<file path="src/rtl/stream_rr_arbiter_pkg.sv">
// Shared definitions for the round-robin stream arbiter: FSM encoding,
// index-width derivation and the slice convention for flattened buses.
package stream_defs;

  // Arbiter FSM: IDLE picks a winner, BUSY forwards the owner's packet.
  typedef enum logic {
    IDLE = 1'b0,
    BUSY = 1'b1
  } state_e;

  // Index width for N requesters; never narrower than one bit.
  function automatic int calc_iw(input int n);
    return (n > 2) ? $clog2(n) : 1;
  endfunction

  // Channel ch of a flattened N*L bus occupies bits [ch*l +: l].
  function automatic int ch_lo(input int ch, input int l);
    return ch * l;
  endfunction

endpackage

</file>
<file path="src/rtl/stream_rr_arbiter_rr_pick.sv">
// Combinational round-robin pick: the first set request bit at or above
// ptr, wrapping from N-1 back to 0. Rotate, priority-encode, un-rotate.
module rr_pick #(
  parameter int N  = 4,
  parameter int IW = 2
) (
  input  logic [N-1:0]  req,
  input  logic [IW-1:0] ptr,
  output logic          any,
  output logic [IW-1:0] idx
);

  logic [N-1:0] rot;

  // Rotate so that ptr lands on bit 0, then take the lowest set bit.
  always_comb begin
    int s;
    int k;
    s   = 0;
    k   = 0;
    rot = '0;
    for (int j = 0; j < N; j++) begin
      s = j + int'(ptr);
      if (s >= N) s = s - N;
      rot[j] = req[s];
    end
    for (int j = N - 1; j >= 0; j--) begin
      if (rot[j]) k = j;
    end
    s = k + int'(ptr);
    if (s >= N) s = s - N;
    idx = IW'(s);
    any = |req;
  end

endmodule

</file>
<file path="src/rtl/stream_rr_arbiter.sv">
// Packet-granular round-robin arbiter sharing one valid/ready stream
// between N producers. A winner keeps the stream until its last beat
// transfers; priority then rotates to the channel after it.
//
// Handshake: a beat moves on a port in any cycle where that port's valid
// and ready are both high. Ready on the producer side is the downstream
// ready routed to the owner only; valid/data/last are routed back from it.
module stream_rr_arbiter
  import stream_defs::*;
#(
  parameter int L  = 8,
  parameter int N  = 4,
  parameter int CW = 16,
  localparam int IW = calc_iw(N)
) (
  input  logic            clk,
  input  logic            rst,
  input  logic [N-1:0]    valid_f,
  input  logic [N*L-1:0]  data_f,
  input  logic [N-1:0]    last_f,
  output logic [N-1:0]    ready_f,
  output logic            valid_b,
  output logic [L-1:0]    data_b,
  output logic            last_b,
  input  logic            ready_b,
  output logic [IW-1:0]   grant_id,
  output logic            busy,
  output logic [CW-1:0]   pkt_cnt
);

  state_e        state_q, state_d;
  logic [IW-1:0] owner_q, owner_d;
  logic [IW-1:0] ptr_q, ptr_d;
  logic [CW-1:0] pkt_cnt_q, pkt_cnt_d;

  logic          pick_any;
  logic [IW-1:0] pick_idx;

  rr_pick #(
    .N  (N),
    .IW (IW)
  ) u_pick (
    .req (valid_f),
    .ptr (ptr_q),
    .any (pick_any),
    .idx (pick_idx)
  );

  // State, owner, rotation pointer and packet counter registers.
  always_ff @(posedge clk or negedge rst) begin
    if (!rst) begin
      state_q   <= IDLE;
      owner_q   <= '0;
      ptr_q     <= '0;
      pkt_cnt_q <= '0;
    end else begin
      state_q   <= state_d;
      owner_q   <= owner_d;
      ptr_q     <= ptr_d;
      pkt_cnt_q <= pkt_cnt_d;
    end
  end

  // Next-state logic and the owner-routed stream muxes.
  always_comb begin
    logic hs_last;
    state_d   = state_q;
    owner_d   = owner_q;
    ptr_d     = ptr_q;
    pkt_cnt_d = pkt_cnt_q;
    valid_b   = 1'b0;
    data_b    = '0;
    last_b    = 1'b0;
    ready_f   = '0;
    hs_last   = 1'b0;
    case (state_q)
      IDLE: begin
        if (pick_any) begin
          owner_d = pick_idx;
          state_d = BUSY;
        end
      end
      BUSY: begin
        valid_b          = valid_f[owner_q];
        data_b           = data_f[ch_lo(int'(owner_q), L) +: L];
        last_b           = last_f[owner_q];
        ready_f[owner_q] = ready_b;
        hs_last          = valid_f[owner_q] & ready_b & last_f[owner_q];
        if (hs_last) begin
          state_d   = IDLE;
          ptr_d     = (owner_q == IW'(N - 1)) ? '0 : owner_q + IW'(1);
          pkt_cnt_d = pkt_cnt_q + CW'(1);
        end
      end
      default: state_d = IDLE;
    endcase
  end

  assign grant_id = owner_q;
  assign busy     = (state_q == BUSY);
  assign pkt_cnt  = pkt_cnt_q;

endmodule

</file>
<file path="config.mk">
export PLATFORM = sky130hd
export DESIGN_NAME = stream_rr_arbiter
export DESIGN_NICKNAME = d
export VERILOG_FILES = /design/src/rtl/stream_rr_arbiter_pkg.sv /design/src/rtl/stream_rr_arbiter_rr_pick.sv /design/src/rtl/stream_rr_arbiter.sv
export SDC_FILE = /design/constraint.sdc
export NUM_CORES = 1
export LEC_CHECK = 0
export CAP_MARGIN = 10
export CORE_ASPECT_RATIO = 0.6
export CORE_MARGIN = 2
export CORE_UTILIZATION = 41
export CTS_CLUSTER_DIAMETER = 60
export CTS_CLUSTER_SIZE = 30
export DETAILED_ROUTE_END_ITERATION = 12
export GPL_TIMING_DRIVEN = 0
export PLACE_DENSITY_LB_ADDON = 0.15
export SYNTH_ARGS = -nofsm -noshare
export SYNTH_HDL_FRONTEND = slang
export SYNTH_SLANG_ARGS = --single-unit
</file>
<file path="constraint.sdc">
create_clock -name clk -period 3.4 [get_ports clk]
set_input_delay 0.68 -clock clk [delete_from_list [all_inputs] [get_ports clk]]
set_output_delay 0.68 -clock clk [all_outputs]
set_load 0.1 [all_outputs]
</file>
# Word level (Yosys, flattened, before mapping)
# Cells that the tools add are included.
[totals]
elab_cells = 71
output_inout_bits = 33
register_bits = 21
inputBits = 43
[op_classes]
n_mux = 35
addsub = 11
n_eq_ne = 1
reduce_logical = 4
bitwise = 4
magnitude_cmp = 11
n_shift = 1
[ops]
columns = ["cell", "n"]
rows = [
  ["32-bit by 4-bit less-than comparator with 1-bit output, second input constant", 4],
  ["32-bit 2-to-1 mux", 4],
  ["32-bit by 4-bit greater-or-equal comparator with 1-bit output, second input constant", 3],
  ["32-bit by 4-bit subtractor with 32-bit output, second input constant", 3],
  ["32-bit by 6-bit indexed part select with 8-bit output", 1],
  ["16-bit by 1-bit adder with 16-bit output, second input constant", 1],
  ["1-bit 2-to-1 mux", 15],
  ["1-bit binary-select mux with 2-bit select", 6],
  ["2-bit 2-to-1 mux", 6],
  ["8-bit 2-to-1 mux", 1],
  ["2-bit by 2-bit adder with 3-bit output, first input constant", 2],
  ["4-bit bitwise AND", 1],
  ["4-bit 2-to-1 mux", 1],
  ["2-bit AND reduction", 2],
  ["4-bit OR reduction", 1],
  ["2-bit by 3-bit subtractor with 4-bit output, second input constant", 1],
  ["1-bit by 2-bit adder with 3-bit output, first input constant", 1],
  ["2-bit by 2-bit adder with 3-bit output", 1],
  ["2-bit by 3-bit greater-or-equal comparator with 1-bit output, second input constant", 1],
  ["3-bit greater-or-equal comparator, second input constant", 1],
  ["2-bit by 3-bit less-than comparator with 1-bit output, second input constant", 1],
  ["2-bit by 1-bit adder with 2-bit output, second input constant", 1],
  ["1-bit bitwise AND", 2],
  ["1-bit demux with 2-bit select", 1],
  ["other kinds (6)", 6],
]

# Logic depth before layout (Yosys ltp)
[depth]
depth_word = 13
depth_mapped = 10
mapped_depth_nobuf = 9

# Hierarchy
# From an unflattened synthesis, not the netlist that was laid out.
[hier_totals]
hier_cells = 143
hier_area_um2 = 1515.2
[by_module_without_submodules]
columns = ["module", "n_inst", "cells_each", "area_per_inst_um2", "seq_area_each_um2"]
rows = [
  ["stream_rr_arbiter", 1, 118, 1348.8, 525.5],
  ["rr_pick", 1, 25, 166.4, 0.0],
]

# Worst setup path before layout
# Ideal clock, no wire load.
[synth_timing]
path_type = "register to output"
from = "reg owner_q[0], in the netlist grant_id[0]"
to = "out data_b[0]"
arrival_time_ps = 2418
path_slack_ps = 302
stages_incl_launch_ff = 4
required_time_ps = 2720
path_buffers = 1
path_cell_list = "dfrtp_1 > buf_2 > mux4_2 > and2_1"
[synth_via]
elab_chain_cells = 2
[synth_lines]
columns = ["element", "line_no", "rtl"]
rows = [
  ["from (decl)", "stream_rr_arbiter.sv:32", "logic [IW-1:0] owner_q, owner_d;"],
  ["from (signal assigned)", "stream_rr_arbiter.sv:58", "owner_q <= owner_d;"],
  ["32-bit by 6-bit indexed part select with 8-bit output", "stream_rr_arbiter.sv:85", "data_b = data_f[ch_lo(int'(owner_q), L) +: L];"],
  ["8-bit 2-to-1 mux", "stream_rr_arbiter.sv:76", "case (state_q)"],
  ["to (decl)", "stream_rr_arbiter.sv:23", "output logic [L-1:0] data_b,"],
]
# Every way passes these cells.

# Worst setup path in the final report
[layout_timing]
from = "reg owner_q[0], in the netlist grant_id[0]"
to = "out ready_f[2]"
[layout_via]
elab_chain_cells = 6
elab_cells_between_ends = 7
classes_between = "2 x order compare; 3 x mux; 1 x bitwise; 1 x reduce/logical"
[layout_lines]
columns = ["element", "line_no", "rtl"]
rows = [
  ["2-bit by 3-bit less-than comparator with 1-bit output (not written as such) or 2-bit by 1-bit greater-or-equal comparator with 1-bit output (tied branches)", "stream_rr_arbiter.sv:87", "ready_f[owner_q] = ready_b;"],
  ["1-bit logical AND (not written as such)", "stream_rr_arbiter.sv:87", ""],
  ["1-bit 2-to-1 mux (not written as such)", "stream_rr_arbiter.sv:87", ""],
  ["1-bit demux with 2-bit select *", "stream_rr_arbiter.sv:87", ""],
  ["4-bit bitwise AND (no line) *", "-", ""],
  ["4-bit 2-to-1 mux *", "stream_rr_arbiter.sv:76", ""],
  ["to (decl)", "stream_rr_arbiter.sv:21", "output logic [N-1:0] ready_f,"],
]
# Mark *: on every way between the ends. The rest lies on a longest branch, timed or not.

==> results list <==
- Result of the run: completed
- Beginning of the critical path: grant_id[0]
- Yosys mapped the design onto 38 distinct sky130hd cell types.
- The share of the Yosys chip area taken by registers is 0.339.
* Leakage dissipation: 0.000948 uW
* Number of global-route vias before repair: 1371
- Clock tree synthesis inserted a total of 3 buffers.
- Port buffering added 73 buffers.
* Number of synthesis warnings: 0
* Vias: 1391
* Post-route core utilization: 0.654
- Classification of the worst setup path: flip-flop to output pin
- Wire length of the first global-routing pass: 6910 microns
- Worst skew pair latency: 0.26 ns
- The region available for standard cell placement spans 3640 sq um.
* DRC violations left: 0
* Worst Setup End Kind: output pin
- Synthesized area: 1550 sq um
- Seq cells post-synth: 21
- In the global route stage, overall resource usage came out at 0.205.
- Largest net degree at the start of global routing: 22
- Power density relative to cell area: 910 nW/um^2
- Leaving out fill and tap cells, the most frequent cell in the layout is clkdlybuf4s50_1.
* Post-CTS setup buffers: 0
* Buffer cell driving the clock tree root: clkbuf_8
* Final Cell Area: 2380 sq um
* Startpoint kind of the worst setup timing path: flip-flop
- Min cycle time layout: 3.26 ns
* Hold_sp: pkt_cnt[15]
* Maximum fanout along the worst path: 10
- Arrival time reported for the critical path endpoint: 2.58 ns
- Clock H-tree levels: 1
- Post-synthesis instance total: 141
- TritonCTS built the clock tree.
* Avg Vias per Cell: 5.25
- Placed Area: 2340 sq um
* Combined flip-flop and latch cell area: 526 sq um
- Row count: 17
- R2r setup slk: 1.30 ns
* Startpoint of the worst-slack reg-to-reg timing path: ptr_q[1]
- Area taken by multi-input logic gates: 946 sq um
- Routability-driven placement finished with a final weighted congestion of 0.874.
* Number of pins with negative max-slew slack in the final report: 0
- Overflow left after global routing: 0
- Maximum buffer depth of the clock tree: 2
- Routed wire length: 4160 microns
- The repair_antennas step left the layout with diodes totalling 0.
- In this run, the number of DRC markers left after iteration 0 of detailed routing was 75.
* Final worst path period share: 0.960
* Post-Place Worst Slack: -0.158 ns
* Total of max-cap violations: 0
- Initial core utilization: 0.427
- Syn_nets: 190
- RSZ-0062 raised after global routing: no
* Half-perimeter wire length of the detailed placement result: 3290 microns
- Between clock sinks in the finished design, the worst skew comes to 0.00266 ns.
* Final hold slack: 0.487 ns
- Final-stage net count: 268
- Setup slack on the critical path of the routed design comes to 0.136 ns.
- The average instance in the mapped netlist occupies 11.0 sq um.
- The number of antenna violations at the first check in global routing is 0.
- Final count of negative-setup-slack endpoints: 0
- Fraction of layout instances using a drive strength above 1: 0.138
* Peak supply drop: 936 uV
* CTS Hold Buffers Added: 0
- Die width: 83.4 microns
* Sink count of the clock tree: 21
- The first detailed-routing pass ran for 4 iterations.
* Classification of the worst-slack hold path: flip-flop to flip-flop
- Measured along the y axis, the die boundary spans 51.7 microns.
- For this design the top-level I/O count stands at 76.
- The hold violation count in the final report is 0.
* Top library cells by usage in the layout, fill and taps aside: clkdlybuf4s50_1, dfrtp_1, xnor2_1
* Layout area overhead: 53.3%
* Actual transition at the worst max-transition pin: 0.995 ns
* Clock edge transition at the registers on the reported setup and hold paths: 0.08 ns
- Post-route antenna net violation count: 0
* Critical path required time: 2.72 ns
- DR WL/cell: 15.7 microns
* Filler cell count: 288
- Timing would allow up to 306 MHz.
- In this run the tightest slew margin relative to its limit is 0.334.
- The die covers 4310 sq um.
-- power by group --
group | switching, uW | internal [uW]
Clock | 83.8 | 81.8
Sequential | 80.3 | 303
Combinational | 1170 | 451
-- through the flow --
step	power [uW]	TNS [ns]	std cells
after floorplan	1660	0	141
after global placement	2030	-0.137	261
after detailed placement	2050	-0.158	261
after CTS	2180	0	265
after global routing	2270	0	265
final	2170	0	265
-- final timing paths --
| kind | endpoint | cells after the start |
|---|---|---|
| min in group asynchronous | pkt_cnt[15] | 1 |
| max in group asynchronous | pkt_cnt[12] | 1 |
| hold / removal | pkt_cnt[15] | 1 |
| setup reg to reg | grant_id[1] | 10 |
| hold reg to reg | pkt_cnt[15] | 1 |
| setup / recovery | ready_f[2] | 5 |
-- critical path, stage by stage, from the launching register on --
cell and delay, ns:
dfrtp_1 0.46, buf_2 0.34, inv_1 0.14, ha_1 0.21, and3_1 0.18, clkdlybuf4s50_1 0.98
-- sequential cells by signal, indices dropped and copies added (netlist names) --
register / cells
pkt_cnt: 16
grant_id: 2
ptr_q: 2
busy: 1
-- repair_timing --
item	CTS	global route
endpoints found under the setup margin	9	1
gates resized for setup	9	1
pin swaps	0	0
-- cells in the mapped netlist --
| cell type | n | area (sq um) |
|---|---|---|
| or2_2 | 1 | 6.26 |
| buf_6 | 4 | 45.0 |
| a32o_1 | 1 | 10.0 |
| and4_1 | 1 | 8.76 |
| nand3_2 | 7 | 70.1 |
| buf_2 | 1 | 5.00 |
| and3_1 | 5 | 31.3 |
| o21a_1 | 1 | 7.51 |
| or3b_1 | 1 | 8.76 |
| xor2_1 | 2 | 17.5 |
| inv_1 | 3 | 11.3 |
| nor4_1 | 3 | 18.8 |
| nand3b_1 | 1 | 7.51 |
| nand4_1 | 8 | 50.1 |
| nand2b_1 | 1 | 6.26 |
| or3_1 | 1 | 6.26 |
| dfrtp_1 | 21 | 526 |
| a21oi_1 | 3 | 15.0 |
| o211ai_1 | 1 | 7.51 |
| mux4_2 | 10 | 225 |
| and4_4 | 1 | 11.3 |
| clkbuf_1 | 3 | 11.3 |
| nor4bb_1 | 1 | 10.0 |
| nor3_1 | 3 | 15.0 |
| o2bb2ai_1 | 1 | 8.76 |
| nand2_1 | 7 | 26.3 |
| nand3_1 | 1 | 5.00 |
| buf_4 | 1 | 7.51 |
| o21ai_0 | 2 | 10.0 |
| a2bb2oi_1 | 1 | 8.76 |
| nor2_1 | 6 | 22.5 |
| and2_1 | 12 | 75.1 |
| mux2_2 | 1 | 11.3 |
| mux2_1 | 3 | 33.8 |
| ha_1 | 6 | 75.1 |
| nor2b_1 | 1 | 6.26 |
| nor3b_1 | 1 | 7.51 |
| xnor2_1 | 14 | 123 |
-- cell type report --
cell class,instances,area share
plain buffers,9,0.0289
flip-flops and latches,21,0.221
multi-input cells,108,0.398
clock inverters,1,0.00210
inverters,3,0.00473
repair buffers,73,0.304
well taps,47,0.0247
clock buffers,3,0.0174
-- kinds of logic after synthesis --
kind of cell / synth area share
fa+ha+maj: 0.0484
mux: 0.174
xor+xnor: 0.0903
buf+inv: 0.0516
simple gates: 0.253
flops: 0.339
compound gates: 0.0436
-- metal layers --
| metal | part of all wire | GRT usage | wire length (microns) | up-vias |
|---|---|---|---|---|
| li1 | - | - | - | 673 |
| met1 | 0.48 | 0.275 | 2010 | 673 |
| met2 | 0.46 | 0.348 | 1900 | 43 |
| met3 | 0.057 | 0.0524 | 238 | 2 |
| met4 | 0.0031 | 0.0323 | 13 | 0 |
| met5 | 0 | 0 | 0 | - |
(Power assumes the default switching activity.)
